$ cat config.mk
export PLATFORM = sky130hd
export DESIGN_NAME = bidir_link_ctrl_flat
export DESIGN_NICKNAME = d
export VERILOG_FILES = /design/src/rtl/bidir_link_ctrl_if.sv /design/src/rtl/bidir_link_ctrl.sv /design/src/flat_wrapper.sv
export SDC_FILE = /design/constraint.sdc
export NUM_CORES = 1
export LEC_CHECK = 0
export ABC_CLOCK_PERIOD_IN_PS = 2500
export CAP_MARGIN = 20
export CORE_MARGIN = 3
export CORE_UTILIZATION = 45
export CTS_BUF_LIST = sky130_fd_sc_hd__clkbuf_2 sky130_fd_sc_hd__clkbuf_4 sky130_fd_sc_hd__clkbuf_8
export DETAILED_ROUTE_END_ITERATION = 7
export PLACE_DENSITY = 0.69
export SYNTH_ARGS = -nofsm -noshare
export SYNTH_HDL_FRONTEND = slang
export SYNTH_SLANG_ARGS = --single-unit
$ cat constraint.sdc
create_clock -name clk -period 2.5 [get_ports clk]
set_input_delay 0.5 -clock clk [delete_from_list [all_inputs] [get_ports clk]]
set_output_delay 0.5 -clock clk [all_outputs]
set_load 0.01 [all_outputs]
$ cat src/rtl/bidir_link_ctrl_if.sv
// Link-side signal bundle for one bidirectional-channel direction controller.
// Latency: none; this is wiring only.
// Backpressure: carried by the req/rel handshake and local_busy inside the bundle.
interface bidir_link_ctrl_if;
   logic local_req;
   logic local_busy;
   logic req_in;
   logic rel_in;
   logic req_out;
   logic rel_out;
   logic dir_out;
   logic own;
   logic proto_err;

   // Controller side: consumes local status and neighbour handshake, produces direction.
   modport slave (
      input  local_req, local_busy, req_in, rel_in,
      output req_out, rel_out, dir_out, own, proto_err
   );

   // Router/environment side.
   modport master (
      output local_req, local_busy, req_in, rel_in,
      input  req_out, rel_out, dir_out, own, proto_err
   );
endinterface

$ cat src/rtl/bidir_link_ctrl.sv
// Direction controller for one end of a bidirectional inter-router channel (optional macro HOLD_TIMEOUT_EN).
// Latency: release decision in cycle N -> dir_out low N+1, rel_out pulse N+1+TURN_CYC; rel_in -> ownership next cycle.
// Backpressure: the owner yields only at packet boundaries; HOLD_TIMEOUT_EN forces a yield after MAX_HOLD owned cycles.
module bidir_link_ctrl #(
   parameter bit IS_HP    = 1'b1,
   parameter int TURN_CYC = 2,
   parameter int IDLE_CYC = 1,
   parameter int MAX_HOLD = 16
) (
   input  logic             clk,
   input  logic             rst,
   bidir_link_ctrl_if.slave lnk
);

   typedef enum logic [1:0] {
      ST_OWN   = 2'd0,
      ST_TURN  = 2'd1,
      ST_NOOWN = 2'd2,
      ST_WAIT  = 2'd3
   } state_t;

   localparam logic [3:0] IDLE_MAX  = 4'(IDLE_CYC);
   localparam logic [3:0] TURN_LAST = 4'(TURN_CYC - 1);
   localparam state_t     ST_RESET  = IS_HP ? ST_OWN : ST_NOOWN;

   state_t     state;
   state_t     state_nxt;
   logic [3:0] idle_cnt;
   logic [3:0] turn_cnt;
   logic       req_in_q;
   logic       hold_expired;

   logic       dir_q, own_q, req_q, rel_q, err_q;
   logic       dir_nxt, own_nxt, req_nxt, rel_nxt, err_nxt;

   logic       idle_now;
   logic       stay_own;

   assign idle_now = !lnk.local_req && !lnk.local_busy;
   assign stay_own = (state == ST_OWN) && (state_nxt == ST_OWN);

`ifdef HOLD_TIMEOUT_EN
   localparam logic [4:0] HOLD_MAX = 5'(MAX_HOLD);
   logic [4:0] hold_cnt;

   // Ownership age: zero on entry to OWN, counts every owned cycle, saturates at MAX_HOLD
   always_ff @(posedge clk) begin
      if (!rst) begin
         hold_cnt <= '0;
      end else if (stay_own) begin
         hold_cnt <= (hold_cnt >= HOLD_MAX) ? hold_cnt : hold_cnt + 5'd1;
      end else begin
         hold_cnt <= '0;
      end
   end

   assign hold_expired = (hold_cnt >= HOLD_MAX);
`else
   logic unused_hold_cfg;
   assign unused_hold_cfg = |5'(MAX_HOLD);
   assign hold_expired    = 1'b0;
`endif

   // State and registered outputs; the neighbour's request is flopped once on arrival
   // so every release decision works from a local register rather than a cross-router wire
   always_ff @(posedge clk) begin
      if (!rst) begin
         state    <= ST_RESET;
         req_in_q <= 1'b0;
         dir_q    <= IS_HP;
         own_q    <= IS_HP;
         req_q    <= 1'b0;
         rel_q    <= 1'b0;
         err_q    <= 1'b0;
      end else begin
         state    <= state_nxt;
         req_in_q <= lnk.req_in;
         dir_q    <= dir_nxt;
         own_q    <= own_nxt;
         req_q    <= req_nxt;
         rel_q    <= rel_nxt;
         err_q    <= err_nxt;
      end
   end

   // Idle-run and turnaround counters; both clear whenever their state run is broken
   always_ff @(posedge clk) begin
      if (!rst) begin
         idle_cnt <= '0;
         turn_cnt <= '0;
      end else begin
         if (stay_own && idle_now) begin
            idle_cnt <= (idle_cnt >= IDLE_MAX) ? idle_cnt : idle_cnt + 4'd1;
         end else begin
            idle_cnt <= '0;
         end
         if ((state == ST_TURN) && (state_nxt == ST_TURN)) begin
            turn_cnt <= turn_cnt + 4'd1;
         end else begin
            turn_cnt <= '0;
         end
      end
   end

   // Next state: release only between packets, turnaround is committed once started,
   // and a grant arriving with a request withdrawal still hands over ownership
   always_comb begin
      state_nxt = state;
      unique case (state)
         ST_OWN: begin
            if (req_in_q && !lnk.local_busy && ((idle_cnt >= IDLE_MAX) || hold_expired)) begin
               state_nxt = ST_TURN;
            end
         end
         ST_TURN: begin
            if (turn_cnt == TURN_LAST) begin
               state_nxt = ST_NOOWN;
            end
         end
         ST_NOOWN: begin
            if (lnk.local_req) begin
               state_nxt = ST_WAIT;
            end
         end
         ST_WAIT: begin
            if (lnk.rel_in) begin
               state_nxt = ST_OWN;
            end else if (!lnk.local_req) begin
               state_nxt = ST_NOOWN;
            end
         end
         default: state_nxt = ST_RESET;
      endcase
   end

   // Output values for the next cycle, derived from the transition being taken
   always_comb begin
      dir_nxt = (state_nxt == ST_OWN);
      own_nxt = (state_nxt == ST_OWN);
      req_nxt = (state_nxt == ST_WAIT);
      rel_nxt = (state == ST_TURN) && (state_nxt == ST_NOOWN);
      err_nxt = err_q
              | (lnk.rel_in && (state != ST_WAIT))
              | (lnk.local_busy && (state != ST_OWN));
   end

   assign lnk.dir_out   = dir_q;
   assign lnk.own       = own_q;
   assign lnk.req_out   = req_q;
   assign lnk.rel_out   = rel_q;
   assign lnk.proto_err = err_q;

endmodule
$ cat src/flat_wrapper.sv
// flat-port wrapper written by rule: the top's interface ports become plain ports
module bidir_link_ctrl_flat 
#(
   parameter bit IS_HP    = 1'b1,
   parameter int TURN_CYC = 2,
   parameter int IDLE_CYC = 1,
   parameter int MAX_HOLD = 16
)
  (clk, rst, lnk_local_req, lnk_local_busy, lnk_req_in, lnk_rel_in, lnk_req_out, lnk_rel_out, lnk_dir_out, lnk_own, lnk_proto_err);
  bidir_link_ctrl_if lnk_i ();
  input  logic clk;
  input  logic rst;
  input wire logic [$bits(lnk_i.local_req)-1:0] lnk_local_req;
  input wire logic [$bits(lnk_i.local_busy)-1:0] lnk_local_busy;
  input wire logic [$bits(lnk_i.req_in)-1:0] lnk_req_in;
  input wire logic [$bits(lnk_i.rel_in)-1:0] lnk_rel_in;
  output wire logic [$bits(lnk_i.req_out)-1:0] lnk_req_out;
  output wire logic [$bits(lnk_i.rel_out)-1:0] lnk_rel_out;
  output wire logic [$bits(lnk_i.dir_out)-1:0] lnk_dir_out;
  output wire logic [$bits(lnk_i.own)-1:0] lnk_own;
  output wire logic [$bits(lnk_i.proto_err)-1:0] lnk_proto_err;
  assign lnk_i.local_req = lnk_local_req;
  assign lnk_i.local_busy = lnk_local_busy;
  assign lnk_i.req_in = lnk_req_in;
  assign lnk_i.rel_in = lnk_rel_in;
  assign lnk_req_out = lnk_i.req_out;
  assign lnk_rel_out = lnk_i.rel_out;
  assign lnk_dir_out = lnk_i.dir_out;
  assign lnk_own = lnk_i.own;
  assign lnk_proto_err = lnk_i.proto_err;
  bidir_link_ctrl #(.IS_HP(IS_HP), .TURN_CYC(TURN_CYC), .IDLE_CYC(IDLE_CYC), .MAX_HOLD(MAX_HOLD)) u_core (.clk(clk), .rst(rst), .lnk(lnk_i));
endmodule
==> results of run 1 <==
==> power by group <==
| part | leakage (nW) | switching [mW] | internal (mW) |
|---|---|---|---|
| logic | 0.222 | 0.0186 | 0.0231 |
| registers | 0.122 | 0.00275 | 0.243 |
| clock network | 0.0184 | 0.0752 | 0.0728 |
==> through the flow <==
stage / total power, mW / worst slack, ps / cells / hold WS (ps)
6_report: 0.4354 / 843.9 / 100 / 472.4
5_1_grt: 0.4571 / 796.8 / 100 / 503.8
4_1_cts: 0.4396 / 828.0 / 100 / 479.6
3_5_place_dp: 0.2927 / 728.6 / 96 / 460.0
3_3_place_gp: 0.2925 / 738.8 / 96 / 450.6
2_1_floorplan: 0.2750 / 1172 / 72 / 433.4
==> flip-flops by register name, indices dropped and copies added, names as in the netlist <==
signal	count
u_core.turn_cnt	4
u_core.lnk.req_out	1
u_core.lnk.proto_err	1
u_core.lnk.dir_out	1
u_core.idle_cnt	4
u_core.req_in_q	1
u_core.lnk.rel_out	1
u_core.state	2
==> area by class of cell <==
class	count	area, sq um	area share [%]
sequential	15	300.3	36.31
inverter	6	22.52	2.723
clock buffer	4	30.03	3.631
tap	15	18.77	2.269
multi-input combinational	50	355.3	42.97
timing repair buffer	10	100.1	12.10
==> path summary, 6_finish.rpt <==
check / start / to / slack (ps) / cells after the start
min reg2reg: u_core.turn_cnt[0]$_SDFF_PN0_ / u_core.turn_cnt[0]$_SDFF_PN0_ / 470 / 1
min: u_core.turn_cnt[0]$_SDFF_PN0_ / u_core.turn_cnt[0]$_SDFF_PN0_ / 470 / 1
max: u_core.lnk.proto_err$_SDFF_PN0_ / lnk_proto_err / 840 / 1
max reg2reg: u_core.idle_cnt[1]$_SDFFE_PN0P_ / u_core.idle_cnt[1]$_SDFFE_PN0P_ / 1030 / 6
==> layer usage <==
layer	track usage, %	wire length (um)	up-vias
li1	-	-	262
met4	10.53	30	0
met2	23.16	596	9
met5	0	0	-
met3	2.390	41	4
met1	17.20	536	235
==> kinds of logic after synthesis <==
logic type | count (synthesis)
AO/OA/AOI/OAI | 10
XOR/XNOR | 3
adder cells (fa/ha/maj) | 5
buffers and inverters | 7
flip-flops | 15
AND/OR/NAND/NOR | 32
==> cells in the final DEF, fill, tap and decap left out, types with 2 or more instances in the layout <==
cell,Yosys,final
inv_1,6,6
nand3_1,3,3
a21oi_1,3,3
nor2_1,12,12
or2_2,3,3
xnor2_1,2,2
clkbuf_4,0,4
nand2_1,5,5
clkdlybuf4s50_1,0,10
dfxtp_1,15,15
ha_1,5,5
a21o_1,2,2
==> metrics.md, run 1 <==
| Metric | Value |
|---|---|
| Status | finished, final reports clean |
| # diodes | 0 |
| Pre-antenna DRT Iters | 4 |
| Post-DP Area | 797.0 sq um |
| Number of flops mapped to enable cells by yosys | 0 |
| Total wire length | 1204 um |
| # rows | 13 |
| Design area | 827.0 sq um |
| Root Driver | clkbuf_4 |
| Vias per inst | roughly 5 |
| Die Span X | 45.04 um |
| Chip height | 45.04 um |
| Hold buffer count at cts | 0 |
| Clock-pin slew on the worst setup and hold paths | 90 ps |
| Fill cells | 135 |
| Antenna-violating nets left | 0 |
| Startpoint types | flip-flop |
| Final slew viol count | 0 |
| Yosys cell types | 26 |
| Area grow syn2layout | 20.62% |
| Syn. warnings | 0 |
| Slew HR | between 70 and 80% |
| Setup Skew | 3.113 ps |
| Max Root-Sink Buffers | 2 |
| Mux cell area share after synthesis | 0% |
| Num ports | 11 |
| WP buf/inv | 1 |
| Critical Path Fanout Max | 2 |
| Vias in the first global route | between 400 and 500 |
| Gr usage total | 14.45% |
| Nets | 97 |
| Post-Route Utilization | 60.53% |
| Max Cap Viol | 0 |
| Tightest Pin Transition | 308.5 ps |
| Max IR drop VDD | 276.1 uV |
| Total die area | 2028 sq um |
| Total CTS buffers | 3 |
| Critical path arrival | 1160 ps |
| IO Port Bufs | 10 |
| Synth Instances | around 70 |
| Fmax | 0.6038 GHz |
| Simple-gate share of the synthesized area | 29.01% |
| FF+latch count, synth | 15 |
| Drt drc | 0 |
| Post-synth top area share | 43.80% |
| CTS tree | yes |
| Cell Area, Synth | 685.7 sq um |
| Syn_area_per_cell | 9.523 sq um |
| Setup TNS | 0 ps |
| Most frequent cell after synthesis | dfxtp_1 |
| Remaining global-route overflow | 0 |
| Initial core utilization | 50.18% |
| PostCTS Resize Cnt | 0 |
| Setup Fix Bufs, Post-CTS | 0 |
| Initial antenna violation count | 0 |
| 1st-iter DRT viols | 8 |
| Leak | ~0.36 nW |
| CP endpoint kind | output port |
| Hold Path Class | reg -> reg |
| Yosys top cell by area | dfxtp_1 |
| Complex-gate fraction of the synthesized area | 9.854% |
| Global-route wire length before repair | around 2100 um |
| Post-Synth Adder-Cell Area | 9.124% |
| Gpl congestion | around 0.85 |
| Worst endpoint required time | 2000 ps |
| Share of cells above drive strength 1 | 15.29% |
| Max incr delay on CP | 540 ps |
| Clk_lat worst skew | 280 ps |
| Hold Vio Cnt, Final | 0 |
| Largest family of logic cells by synthesized area | simple AND/OR/NAND/NOR gates |
| Setup violators final | 0 |
| H-tree Lvls | 1 |
| Largest net degree at the start of global routing | 10 |
| Syn Nets | 83 |
| RSZ-0062 raised after global routing | no |
| Detailed-route via count | 510 |
| Final HPWL DP | 863.7 um |
| Post-synth top cells | 15 x dfxtp_1, 12 x nor2_1, 6 x inv_1, 5 x ha_1, 5 x nand2_1 |
| Drt wl/cell | roughly 12 um |
| Xor/xnor share of the synthesized area | 3.832% |
| Sequential area share after synthesis | 43.80% |
| Core Area | 1366 sq um |
| Synth async-reset ratio | 0% |
| Kind of cell adding the most delay to the critical path | buffers and inverters |
| CP max-delay cell | clkdlybuf4s50_1 |
| Final cycle utilization of the critical path | about two thirds |
| Critical path type | reg -> out |
| Ranking of synthesized cells by area | dfxtp_1 44%, ha_1 9.1%, nor2_1 6.6% |
| Critical-path cell list | clkdlybuf4s50_1 |
| Clk sink count | 15 |
| Power per cell area | 526.4 nW/um^2 |
| Synth Flop Type | dfxtp_1 |
| Minimum clock period | 1656 ps |
Power figures use the tool's default switching activity.
==> run 2, diff against run 1 <==
--- a/config.mk
+++ b/config.mk
@@ -5,13 +5,13 @@
 export SDC_FILE = /design/constraint.sdc
 export NUM_CORES = 1
 export LEC_CHECK = 0
-export ABC_CLOCK_PERIOD_IN_PS = 2500
+export ABC_CLOCK_PERIOD_IN_PS = 1500
 export CAP_MARGIN = 20
 export CORE_MARGIN = 3
 export CORE_UTILIZATION = 45
 export CTS_BUF_LIST = sky130_fd_sc_hd__clkbuf_2 sky130_fd_sc_hd__clkbuf_4 sky130_fd_sc_hd__clkbuf_8
 export DETAILED_ROUTE_END_ITERATION = 7
-export PLACE_DENSITY = 0.69
+export PLACE_DENSITY = 0.72
 export SYNTH_ARGS = -nofsm -noshare
 export SYNTH_HDL_FRONTEND = slang
 export SYNTH_SLANG_ARGS = --single-unit
==> constraint.sdc (replaced) <==
create_clock -name clk -period 1.5 [get_ports clk]
set_input_delay 0.3 -clock clk [delete_from_list [all_inputs] [get_ports clk]]
set_output_delay 0.3 -clock clk [all_outputs]
set_load 0.01 [all_outputs]
==> run 2 against run 1 <==
Effect of this change:
- clock skew is 14 ps higher
- flip-flop and latch count unchanged
- total power up 67%
- critical path depth is the same
- setup slack worse by 800 ps
- register-to-register slack lost 930 ps
- hold slack lost 5.4 ps
- final area increased by 11%
- non-clock buffer count up 7
- sequential share of layout area shrank 3.4 points
- largest cell class unchanged
==> metrics.md, run 2 (synthesis gave the netlist of run 1 again) <==
| Metric | Value |
|---|---|
| Max IR drop VDD | ~740 uV |
| Final HPWL DP | 964.8 um |
| Initial core utilization | 50.18% |
| Antenna-violating nets left | 0 |
| # rows | 13 |
| Setup Skew | 17.35 ps |
| Max Cap Viol | 0 |
| 1st-iter DRT viols | 9 |
| Leak | 0.4190 nW |
| Final cell count without fillers | roughly 110 |
| Vias per inst | 4.963 |
| Power per cell area | 790.6 nW/um^2 |
| Minimum clock period | 1457 ps |
| Setup violators final | 0 |
| Clock-pin slew on the worst setup and hold paths | 100 ps |
| Tightest Pin Transition | 281.3 ps |
| Fmax | 0.6864 GHz |
| H-tree Lvls | 1 |
| CP max-delay cell | clkdlybuf4s50_1 |
| Critical path type | reg -> out |
| Hold Vio Cnt, Final | 0 |
| Final cycle utilization of the critical path | 97.13% |
| CP endpoint kind | output port |
| Total CTS buffers | 3 |
| Largest net degree at the start of global routing | 10 |
| Biggest regs | u_core.idle_cnt (4), u_core.turn_cnt (4), u_core.state (2) |
| Drt drc | 0 |
| Critical Path Fanout Max | 2 |
| Critical path arrival | 1160 ps |
| Cell Count Post-Placement | just over 100 |
| Post-Route Utilization | around two thirds |
| Core Area | 1366 sq um |
| Area grow syn2layout | 34.12% |
| WP buf/inv | 1 |
| Chip height | 45.04 um |
| Num ports | 11 |
| Die Span X | 45.04 um |
| Nets | around 100 |
| Hold Path Class | reg -> reg |
| Gr usage total | between 10% and 20% |
| Vias in the first global route | 497 |
| Root Driver | clkbuf_4 |
| Total die area | 2028 sq um |
| Total wire length | 1313 um |
| Detailed-route via count | 531 |
| Kind of cell adding the most delay to the critical path | buffers and inverters |
| # diodes | 0 |
| Slew HR | about four fifths |
| Max Root-Sink Buffers | 2 |
| Drt wl/cell | 12.27 um |
| Commonest non-fill, non-tap cell in the layout | dfxtp_1 |
| IO Port Bufs | 10 |
| Fill cells | roughly 110 |
| Initial antenna violation count | 0 |
| Clk_lat worst skew | 290 ps |
| Remaining global-route overflow | 0 |
| Final slew viol count | 0 |
| Hold buffer count at cts | 0 |
| CTS tree | yes |
| Clk sink count | 15 |
| Critical-path cell list | clkdlybuf4s50_1 |
| Share of cells above drive strength 1 | roughly 29% |
| Max incr delay on CP | around 530 ps |
| Global-route wire length before repair | roughly 2100 um |
| Status | finished, final reports clean |
| Worst endpoint required time | 1200 ps |
| Startpoint types | flip-flop |
| Commonest non-fill, non-tap cells in the layout | 13 x dfxtp_1, 12 x nor2_1, 8 x clkdlybuf4s50_1 |
| Pre-antenna DRT Iters | 2 |
| Gpl congestion | 0.8175 |
-- run 2: cell count changes in the layout (fill, tap and decap cells not counted), sizes merged --
| cell | before | now |
|---|---|---|
| clkbuf | 4 | 3 |
| buf | 0 | 7 |
| clkdlybuf4s50 | 10 | 8 |
| dlymetal6s2s | 0 | 2 |
| clkinv | 0 | 1 |
-- run 2: what timing repair did --
item | 4_1_cts | 5_1_grt
resized for setup | 0 | 12
hold endpoints to repair | 0 | 0
buffers inserted | 0 | 1
setup endpoints to repair | 0 | 7
-- run 2: worst paths after layout --
check | start | end | slack [ps] | depth (start not counted)
worst max-delay path | u_core.lnk.dir_out$_SDFF_PN1_ | lnk_own | 40 | 1
worst min-delay path | u_core.lnk.proto_err$_SDFF_PN0_ | u_core.lnk.proto_err$_SDFF_PN0_ | 470 | 1
worst min register to register | u_core.lnk.proto_err$_SDFF_PN0_ | u_core.lnk.proto_err$_SDFF_PN0_ | 470 | 1
worst max register to register | u_core.turn_cnt[1]$_SDFF_PN0_ | u_core.idle_cnt[0]$_SDFFE_PN0P_ | 100 | 6
-- run 2: per-layer routing --
layer / global-route usage (%) / vias up / share of wire (%)
li1: - / 277 / -
met1: 16.54 / 240 / 43
met3: 7.171 / 2 / 5.9
met2: 25.14 / 12 / 50
met4: 5.263 / 0 / 0.76
met5: 0 / - / 0
-- run 2: through the flow --
step | worst slack (ps) | hold WS (ps) | area, sq um | power (mW) | setup TNS, ps
after floorplan | 172.3 | 371.8 | 685.7 | 0.4584 | 0
after global placement | -16.43 | 450.7 | 842.1 | 0.4974 | -38.79
after detailed placement | -45.20 | 451.8 | 842.1 | 0.4983 | -149.6
after CTS | 25.10 | 475.4 | 869.6 | 0.7241 | 0
after global routing | -5.372 | 518.5 | 919.6 | 0.7622 | -7.097
final | 43.09 | 466.9 | 919.6 | 0.7270 | 0
-- run 2: power breakdown --
part	switching [mW]	internal [mW]	leakage, nW	total (mW)
registers	0.00611	0.405	0.123	0.411
logic	0.0348	0.0516	0.279	0.0865
clock network	0.130	0.0990	0.0177	0.229
-- run 2: cell type report --
class	instances	area (sq um)	area share, %
multi-input combinational	50	390.4	42.45
timing repair buffer	17	157.7	17.14
clock buffer	3	22.52	2.449
sequential	15	302.8	32.93
clock inverter	1	5.005	0.5442
tap	15	18.77	2.041
inverter	6	22.52	2.449
